===== src/rtl/ed25519_pow_modp.sv =====
// ed25519_pow_modp: y = x^e mod p, p = 2^255-19, by left-to-right
// square-and-multiply on an external modular multiplier.
//
// Ports:
//   clk, rst_n                  clock, async active-low reset
//   in_valid/in_ready           request handshake; in_x base, in_e exponent, in_tag tag
//   out_valid/out_ready         response handshake; out_y canonical result, out_tag echoed tag
//   busy                        high from accept until the response is consumed
//   mul_in0/mul_in1/mul_m_i     operands and {epoch, valid} issued to the multiplier
//   mul_out0/mul_m_o            canonical product and returned metadata
module ed25519_pow_modp #(
    parameter int unsigned EW = 255,
    parameter int unsigned TW = 8,
    parameter int unsigned M  = 2
) (
    input  logic          clk,
    input  logic          rst_n,
    input  logic          in_valid,
    output logic          in_ready,
    input  logic [254:0]  in_x,
    input  logic [EW-1:0] in_e,
    input  logic [TW-1:0] in_tag,
    output logic          out_valid,
    input  logic          out_ready,
    output logic [254:0]  out_y,
    output logic [TW-1:0] out_tag,
    output logic          busy,
    output logic [254:0]  mul_in0,
    output logic [254:0]  mul_in1,
    output logic [M-1:0]  mul_m_i,
    input  logic [M-1:0]  mul_m_o,
    input  logic [254:0]  mul_out0
);

    localparam int unsigned FW = 255;
    localparam int unsigned IW = (EW > 1) ? $clog2(EW) : 1;
    localparam logic [FW-1:0] P   = {FW{1'b1}} - FW'(18);
    localparam logic [FW-1:0] ONE = FW'(1);

    typedef enum logic [2:0] {IDLE, SCAN, SQR, WSQR, MUL, WMUL, DONE} state_t;

    state_t          state, state_d;
    logic [IW-1:0]   idx, idx_d;
    logic [EW-1:0]   e_q, e_d;
    logic [TW-1:0]   tag_q, tag_d;
    logic [FW-1:0]   xr, xr_d;
    logic [FW-1:0]   r, r_d;
    logic            epoch, epoch_d;
    logic            in_ready_d, out_valid_d, busy_d;
    logic [FW-1:0]   out_y_d, mul_in0_d, mul_in1_d;
    logic [TW-1:0]   out_tag_d;
    logic [M-1:0]    mul_m_i_d;
    logic            ret_match;

    // A return is only ours if it is valid and carries the current epoch.
    assign ret_match = mul_m_o[0] && (mul_m_o[1] == epoch);

    // State and datapath registers.
    always_ff @(posedge clk or negedge rst_n) begin
        if (!rst_n) begin
            state     <= IDLE;
            idx       <= '0;
            e_q       <= '0;
            tag_q     <= '0;
            xr        <= '0;
            r         <= '0;
            epoch     <= 1'b0;
            in_ready  <= 1'b0;
            out_valid <= 1'b0;
            out_y     <= '0;
            out_tag   <= '0;
            busy      <= 1'b0;
            mul_in0   <= '0;
            mul_in1   <= '0;
            mul_m_i   <= '0;
        end else begin
            state     <= state_d;
            idx       <= idx_d;
            e_q       <= e_d;
            tag_q     <= tag_d;
            xr        <= xr_d;
            r         <= r_d;
            epoch     <= epoch_d;
            in_ready  <= in_ready_d;
            out_valid <= out_valid_d;
            out_y     <= out_y_d;
            out_tag   <= out_tag_d;
            busy      <= busy_d;
            mul_in0   <= mul_in0_d;
            mul_in1   <= mul_in1_d;
            mul_m_i   <= mul_m_i_d;
        end
    end

    // Next-state and next-output logic.
    always_comb begin
        state_d     = state;
        idx_d       = idx;
        e_d         = e_q;
        tag_d       = tag_q;
        xr_d        = xr;
        r_d         = r;
        epoch_d     = epoch;
        out_valid_d = out_valid;
        out_y_d     = out_y;
        out_tag_d   = out_tag;
        busy_d      = busy;
        mul_in0_d   = mul_in0;
        mul_in1_d   = mul_in1;
        mul_m_i_d   = '0;

        case (state)
            IDLE: begin
                if (in_valid && in_ready) begin
                    e_d     = in_e;
                    tag_d   = in_tag;
                    // in_x < 2^255 < 2p, so a single conditional subtract canonicalises it
                    xr_d    = (in_x >= P) ? (in_x - P) : in_x;
                    idx_d   = IW'(EW - 1);
                    r_d     = ONE;
                    epoch_d = ~epoch;
                    busy_d  = 1'b1;
                    state_d = SCAN;
                end
            end
            // Leading-zero skip; the first set bit loads r = x without a multiply.
            SCAN: begin
                if (e_q[idx]) begin
                    r_d = xr;
                    if (idx == '0) begin
                        state_d = DONE;
                    end else begin
                        idx_d   = idx - IW'(1);
                        state_d = SQR;
                    end
                end else if (idx == '0) begin
                    r_d     = ONE;
                    state_d = DONE;
                end else begin
                    idx_d = idx - IW'(1);
                end
            end
            SQR: begin
                mul_in0_d = r;
                mul_in1_d = r;
                mul_m_i_d = M'({epoch, 1'b1});
                state_d   = WSQR;
            end
            WSQR: begin
                if (ret_match) begin
                    r_d = mul_out0;
                    if (e_q[idx]) begin
                        state_d = MUL;
                    end else if (idx == '0) begin
                        state_d = DONE;
                    end else begin
                        idx_d   = idx - IW'(1);
                        state_d = SQR;
                    end
                end
            end
            MUL: begin
                mul_in0_d = r;
                mul_in1_d = xr;
                mul_m_i_d = M'({epoch, 1'b1});
                state_d   = WMUL;
            end
            WMUL: begin
                if (ret_match) begin
                    r_d = mul_out0;
                    if (idx == '0) begin
                        state_d = DONE;
                    end else begin
                        idx_d   = idx - IW'(1);
                        state_d = SQR;
                    end
                end
            end
            DONE: begin
                if (out_ready) begin
                    out_valid_d = 1'b0;
                    busy_d      = 1'b0;
                    state_d     = IDLE;
                end
            end
            default: state_d = IDLE;
        endcase

        // Present the result on the same edge that enters DONE.
        if ((state != DONE) && (state_d == DONE)) begin
            out_valid_d = 1'b1;
            out_y_d     = r_d;
            out_tag_d   = tag_q;
        end

        in_ready_d = (state_d == IDLE);
    end

endmodule


===== config.mk =====
export PLATFORM = sky130hd
export DESIGN_NAME = ed25519_pow_modp
export DESIGN_NICKNAME = d
export VERILOG_FILES = /design/src/rtl/ed25519_pow_modp.sv
export SDC_FILE = /design/constraint.sdc
export NUM_CORES = 2
export LEC_CHECK = 0
export BUFFER_PORTS_ARGS = -buffer_cell sky130_fd_sc_hd__buf_2
export CORE_AREA = 4 4 611 613
export CTS_CLUSTER_SIZE = 24
export DETAILED_ROUTE_END_ITERATION = 7
export DIE_AREA = 0 0 615 617
export HOLD_SLACK_MARGIN = 0.06
export PLACE_DENSITY = 0.35
export SYNTH_ARGS = -nofsm -noshare
export SYNTH_HDL_FRONTEND = slang
export SYNTH_SLANG_ARGS = --single-unit

===== constraint.sdc =====
create_clock -name clk -period 4 [get_ports clk]
set_input_delay 0.2 -clock clk [delete_from_list [all_inputs] [get_ports clk]]
set_output_delay 0.2 -clock clk [all_outputs]
set_load 0.005 [all_outputs]

Word level (Yosys, flattened, before mapping). Index checks and enable logic that the tools add are counted.

Register bits: 1563. Memory bits (writable): 0. Memories: 0. ROM bits: 0. Output and inout port bits: 778. Latch bits: 0. Word-level logic and storage cells: 81. Input bits: 779.

Mux-type cells: 30. Equality and inequality tests: 14. Multipliers: 0. Div/mod/pow operators: 0. Reductions and logical operators: 17. Bitwise gates (word level): 1. Shifts and indexed selects: 0. $add $sub $neg: 2. $lt $le $gt $ge: 2.

Operators by type and width (number): 255-bit 2-to-1 mux (5); 255-bit case mux with 3 select lines (1); 255-bit case mux with 2 select lines (1); 255-bit >= comparator, second input constant (1); 255-bit subtractor, second input constant (1); 8-bit 2-to-1 mux (5); 8-bit case mux with 4 select lines (1); 3-bit 2-to-1 mux (8); 3-bit case mux with 7 select lines (1); 3-bit equality test, second input constant (4); 2-bit inequality test, second input constant (5); 8-bit by 9-bit < comparator with 1-bit output, second input constant (1); 1-bit binary-select mux with 8-bit select (1); 8-bit zero test (1); 2-bit nonzero test (4); 8-bit by 1-bit subtractor with 8-bit output, second input constant (1); 3-bit by 2-bit equality test with 1-bit output, second input constant (2); 3-bit zero test (2); 1-bit 2-to-1 mux (5); 5-bit AND reduction (1); 2-bit AND reduction (2); 4-bit nonzero test (1); 2-bit OR reduction (2); 3-bit by 1-bit equality test with 1-bit output, second input constant (1); other kinds (7) (9).

Logic depth before layout (Yosys ltp).
Depth in word-level cells: 9. Depth in mapped cells: 16. Mapped depth without buffers: 9.

Worst setup path before layout. Ideal clock, no wire load.

Path kind: register -> register. Start: register idx[0]. End: register out_y[133]. Cell stages (with the launch flop): 13. Slack: 665 ps. Data arrival time: 3210 ps. Data required time: 3875 ps. Buffers on the path: 4. Library setup time: 125 ps. Clock period less this slack: 3335 ps. Cell sequence: dfrtp_1 -> buf_6 -> buf_12 -> mux4_2 -> mux4_2 -> nor2b_4 -> nor4_4 -> a32oi_4 -> nor3_1 -> o211a_1 -> buf_2 -> buf_4 -> mux2_2.

Word-level cells in the longest chain between the ends: 7. Elaborated cells on any way between the ends: 15. Those cells by class: eq/ne: 1; mux: 12; reduce/logical: 2.

Ends and longest elaborated chain: start, declared (RTL line 43) `logic [IW-1:0] idx, idx_d;`; start signal, assigned (RTL line 78) `idx <= idx_d;`; 1-bit binary-select mux with 8-bit select or 8-bit zero test (tied branches); 1-bit 2-to-1 mux (implied by the code) or 3-bit 2-to-1 mux (tied branches); 3-bit 2-to-1 mux (RTL line 152) `if (e_q[idx]) begin`; 3-bit 2-to-1 mux (RTL line 150) `if (ret_match) begin`; 3-bit case mux with 7 select lines (RTL line 112) `case (state)`; 3-bit equality test (RTL line 190) `if ((state != DONE) && (state_d == DONE)) begin`; 1-bit logical AND (RTL line 190); end signal, assigned (RTL line 86) `out_y <= out_y_d;`; end, declared (RTL line 25) `output logic [254:0] out_y,`.

Several ways; a longest one is shown, not always the timed one. The select of a mux whose other input is x is not followed. A chain may end at the register's enable or synchronous reset.

Worst setup path in the final report.
Start: input port in_x[8]. End: register xr[3].

Word-level cells in the longest chain between the ends: 2.

Ends and longest elaborated chain: start, declared (RTL line 20) `input logic [254:0] in_x,`; 255-bit >= comparator (RTL line 118) `xr_d = (in_x >= P) ? (in_x - P) : in_x;`; 255-bit 2-to-1 mux (RTL line 118); end signal, assigned (RTL line 81) `xr <= xr_d;`; end, declared (RTL line 46) `logic [FW-1:0] xr, xr_d;`.

Every way passes these cells.

==> impl_metrics.env <==
export IMPL_violations="negative setup slack"
export IMPL_boundaryPins=1557
export IMPL_viasPerCell=4.33
export IMPL_core_area_um2=368000
export IMPL_totalWireLength_um=378000
export IMPL_gr_usage_all_layers_pct=19.1
export IMPL_clock_fmax_ghz=0.249
export IMPL_routabilityCongestion=0.887
export IMPL_worstMarginPinSlew_ps=1330
export IMPL_min_period_over_period_pct=100
export IMPL_synth_top_area_share_pct=60.8
export IMPL_rsz0062_at_grt="true"
export IMPL_synthCells=5459
export IMPL_syn_area_um2=64400
export IMPL_synth_area_top_cells="dfrtp_1 (61%), mux2_2 (7.9%), nand2_1 (7.8%)"
export IMPL_setup_violations=1
export IMPL_first_pass_iters=5
export IMPL_synth_edf_count=0
export IMPL_max_cap_violations=0
export IMPL_final_nets=8864
export IMPL_tns_ps=-12.1
export IMPL_die_h_um=617
export IMPL_avgSynthCellArea_um2=11.8
export IMPL_start_util_pct=17.5
export IMPL_synth_seq_cells=1563
export IMPL_layout_common_cells="dfrtp_1 (1560), buf_2 (1555), nand2_1 (1331), dlygate4sd3_1 (1034), mux2_2 (453)"
export IMPL_yosysSeqAreaShare_pct=60.8
export IMPL_routedWlPerCell_um=28.8
export IMPL_clockRootBuffer="clkbuf_16"
export IMPL_hpwl_um=287000
export IMPL_yosysWarnings=0
export IMPL_cts_tree="yes"
export IMPL_final_util_pct=26.2
export IMPL_powerDensity_nw_per_um2=779
export IMPL_synth_nets=6241
export IMPL_drc_errors=0
export IMPL_antenna_found_initial=75
export IMPL_slew_headroom_pct=10.3
export IMPL_synth_ff_type="dfrtp_1"
export IMPL_end_kind="register"
export IMPL_ir_drop_v=0.000490
export IMPL_drive_gt1_share_pct=32.6
export IMPL_ys_types=64
export IMPL_drtIter0Drc=4759
export IMPL_crit_slowest_cell="nor4_1"
export IMPL_yosys_area_top_type="dfrtp_1"
export IMPL_numClockSinks=1563
export IMPL_die_area_um2=379000
export IMPL_grt_overflow=0
export IMPL_clockBufferDepth=4
export IMPL_grt_first_pass_wirelength_um=512000
export IMPL_path_clk_slew_ps=60
export IMPL_startpoint_type="input port"
export IMPL_status="finished with violations"
export IMPL_cp_max_fo=5
export IMPL_die_x_um=615
export IMPL_cts_buffers=195
export IMPL_path_buf_inv=7
export IMPL_hold_path_class="in2reg"
export IMPL_fp_row_count=223
export IMPL_syn_to_final_growth_pct=49.6
export IMPL_crit_required_ps=4710
export IMPL_cp_cell_sequence="dlygate4sd3_1 -> buf_2 -> nand4_1 -> nor4_1 -> buf_4 -> nand3_1 -> buf_12 -> or3_1 -> nor4_2 -> buf_12 -> o21ai_1 -> buf_4 -> nor3b_1 -> xnor2_1 -> dlygate4sd3_1 -> o21ai_0"
export IMPL_hold_slack_ps=163
export IMPL_critPathMaxStageDelay_ps=610
export IMPL_p_leak_nw=45.8
export IMPL_crit_type="in2reg"
export IMPL_min_period_ps=4010
export IMPL_hold_violations=0
export IMPL_final_common_cell="dfrtp_1"
export IMPL_clkLatencyLatePin_ps=880
export IMPL_synth_async_reset_ratio_pct=100
export IMPL_vias=56791
export IMPL_cts_max_level=4
export IMPL_grt_max_degree=143
export IMPL_crit_arrival_ps=4720
export IMPL_grt_pass1_vias=58825
export IMPL_maxSlewViolCount=0
export IMPL_ant_nets=0
export IMPL_numPortBuffers=1556
export IMPL_path_delay_family="simple AND/OR/NAND/NOR gates"
export IMPL_layout_setup_ws_ps=-12.1
export IMPL_fin_skew_ps=64.3
-- report_power, final --
part	switching, mW	internal, mW	leakage (nW)	total, mW
logic	15.6	12.3	22.3	27.9
registers	5.95	22.5	20.2	28.5
clock network	7.62	11.0	3.25	18.6
-- layout make-up --
| class | instances | area [um2] |
|---|---|---|
| repair buffers | 2825 | 21000 |
| diodes | 43 | 108 |
| fillers | 39165 | 272000 |
| inverters | 14 | 52.6 |
| flip-flops and latches | 1563 | 39100 |
| multi-input cells | 3483 | 23300 |
| well taps | 4837 | 6050 |
| clock buffers | 289 | 5690 |
| clock inverters | 67 | 921 |
-- flip-flops by register name (all words and copies together), names as in the netlist --
register and cells:
mul_in1 255, idx 8, out_y 255, state 3, e_q 255, mul_in0 255
in_ready 1, busy 1, out_tag 8, xr 255, epoch 1, tag_q 8
r 255, out_valid 1, mul_m_i 2
-- cell families (layout without fill, tap and decap cells) --
group | count (synthesis) | count (layout) | synth area share [%]
AO/OA/AOI/OAI | 850 | 850 | 10.8
flip-flops | 1563 | 1563 | 60.8
AND/OR/NAND/NOR | 2010 | 2010 | 13.3
multiplexers | 613 | 613 | 11.9
adder cells (fa/ha/maj) | 3 | 3 | 0.0583
other | 0 | 43 | 0
buffers and inverters | 413 | 3195 | 3.16
XOR/XNOR | 7 | 7 | 0.0952
-- cell usage after synthesis (3+ instances only) --
cell type  number
buf_6          35
mux4_1          6
a21oi_1        12
inv_1          11
a222oi_1        3
a31oi_1       262
dfrtp_1      1563
a22oi_1         4
a22o_1        250
nor2b_1        10
nand3b_1        3
o22ai_1        15
nand2_1      1331
buf_4          27
mux4_2         37
nand4_1        68
nor4_1         15
mux2_1          3
xnor2_1         7
o21ai_1         4
o21ai_0        17
o211ai_1        4
a211oi_1        8
buf_1          18
nor3b_1         4
mux2i_1        41
mux2_4         73
nand2b_1        5
clkbuf_1      277
mux2_2        453
a221o_1       253
nor3_1         11
nor2_1        285
clkinv_1        3
buf_2          37
nand3_1        13
and2_1        254
ha_1            3
buf_12          3
-- metal layers --
metal	vias up	wire length (um)	part of all wire (%)	GRT usage [%]
met5	-	104	0.027	0
met1	29378	147000	39	22.6
met2	2166	186000	49	32.7
met3	626	20400	5.4	3.28
li1	24605	-	-	-
met4	16	24400	6.4	10.4
-- per-stage QoR --
| stage | cell area, um2 | worst slack [ps] | std cells | total power [mW] |
|---|---|---|---|---|
| floorplan | 64400 | 665 | 5459 | 40.9 |
| global placement | 79000 | -802 | 11679 | 55.3 |
| detailed placement | 79000 | -751 | 11679 | 55.7 |
| CTS | 96000 | 3.34 | 13071 | 75.8 |
| global route | 96300 | -3.85 | 13110 | 79.1 |
| finish | 96300 | -12.1 | 13121 | 75.0 |
-- what timing repair did --
| action | 4_1_cts | 5_1_grt |
|---|---|---|
| setup buffers | 4 | 1 |
| hold buffers | 1032 | 2 |
| endpoints found under the setup margin | 312 | 267 |
| pin swaps | 4 | 3 |
| resized for setup | 4 | 12 |
| gates cloned | 0 | 4 |
| endpoints found under the hold margin | 1413 | 2 |
-- worst register-to-register path, stage by stage, from the launching register on --
cell and delay (ps):
dfrtp_4 450, buf_12 150, mux4_1 570, mux4_2 480
nand2_1 140, o21ai_1 110, o311ai_2 280, a32oi_4 240
and2_4 270, buf_12 160, buf_12 200, a221o_1 460
mux2_2 280
-- worst paths after layout --
kind | depth (start not counted) | slack (ps) | start | end
max | 16 | -10 | in_x[8] | xr[3]
min reg2reg | 2 | 470 | e_q[213] | e_q[213]
min in group asynchronous | 3 | 660 | rst_n | r[113]
max in group asynchronous | 4 | 1640 | rst_n | mul_in1[30]
min | 7 | 160 | mul_out0[0] | r[0]
max reg2reg | 12 | 90 | idx[0] | out_y[61]
No activity file was read; power rests on OpenSTA's default activity.
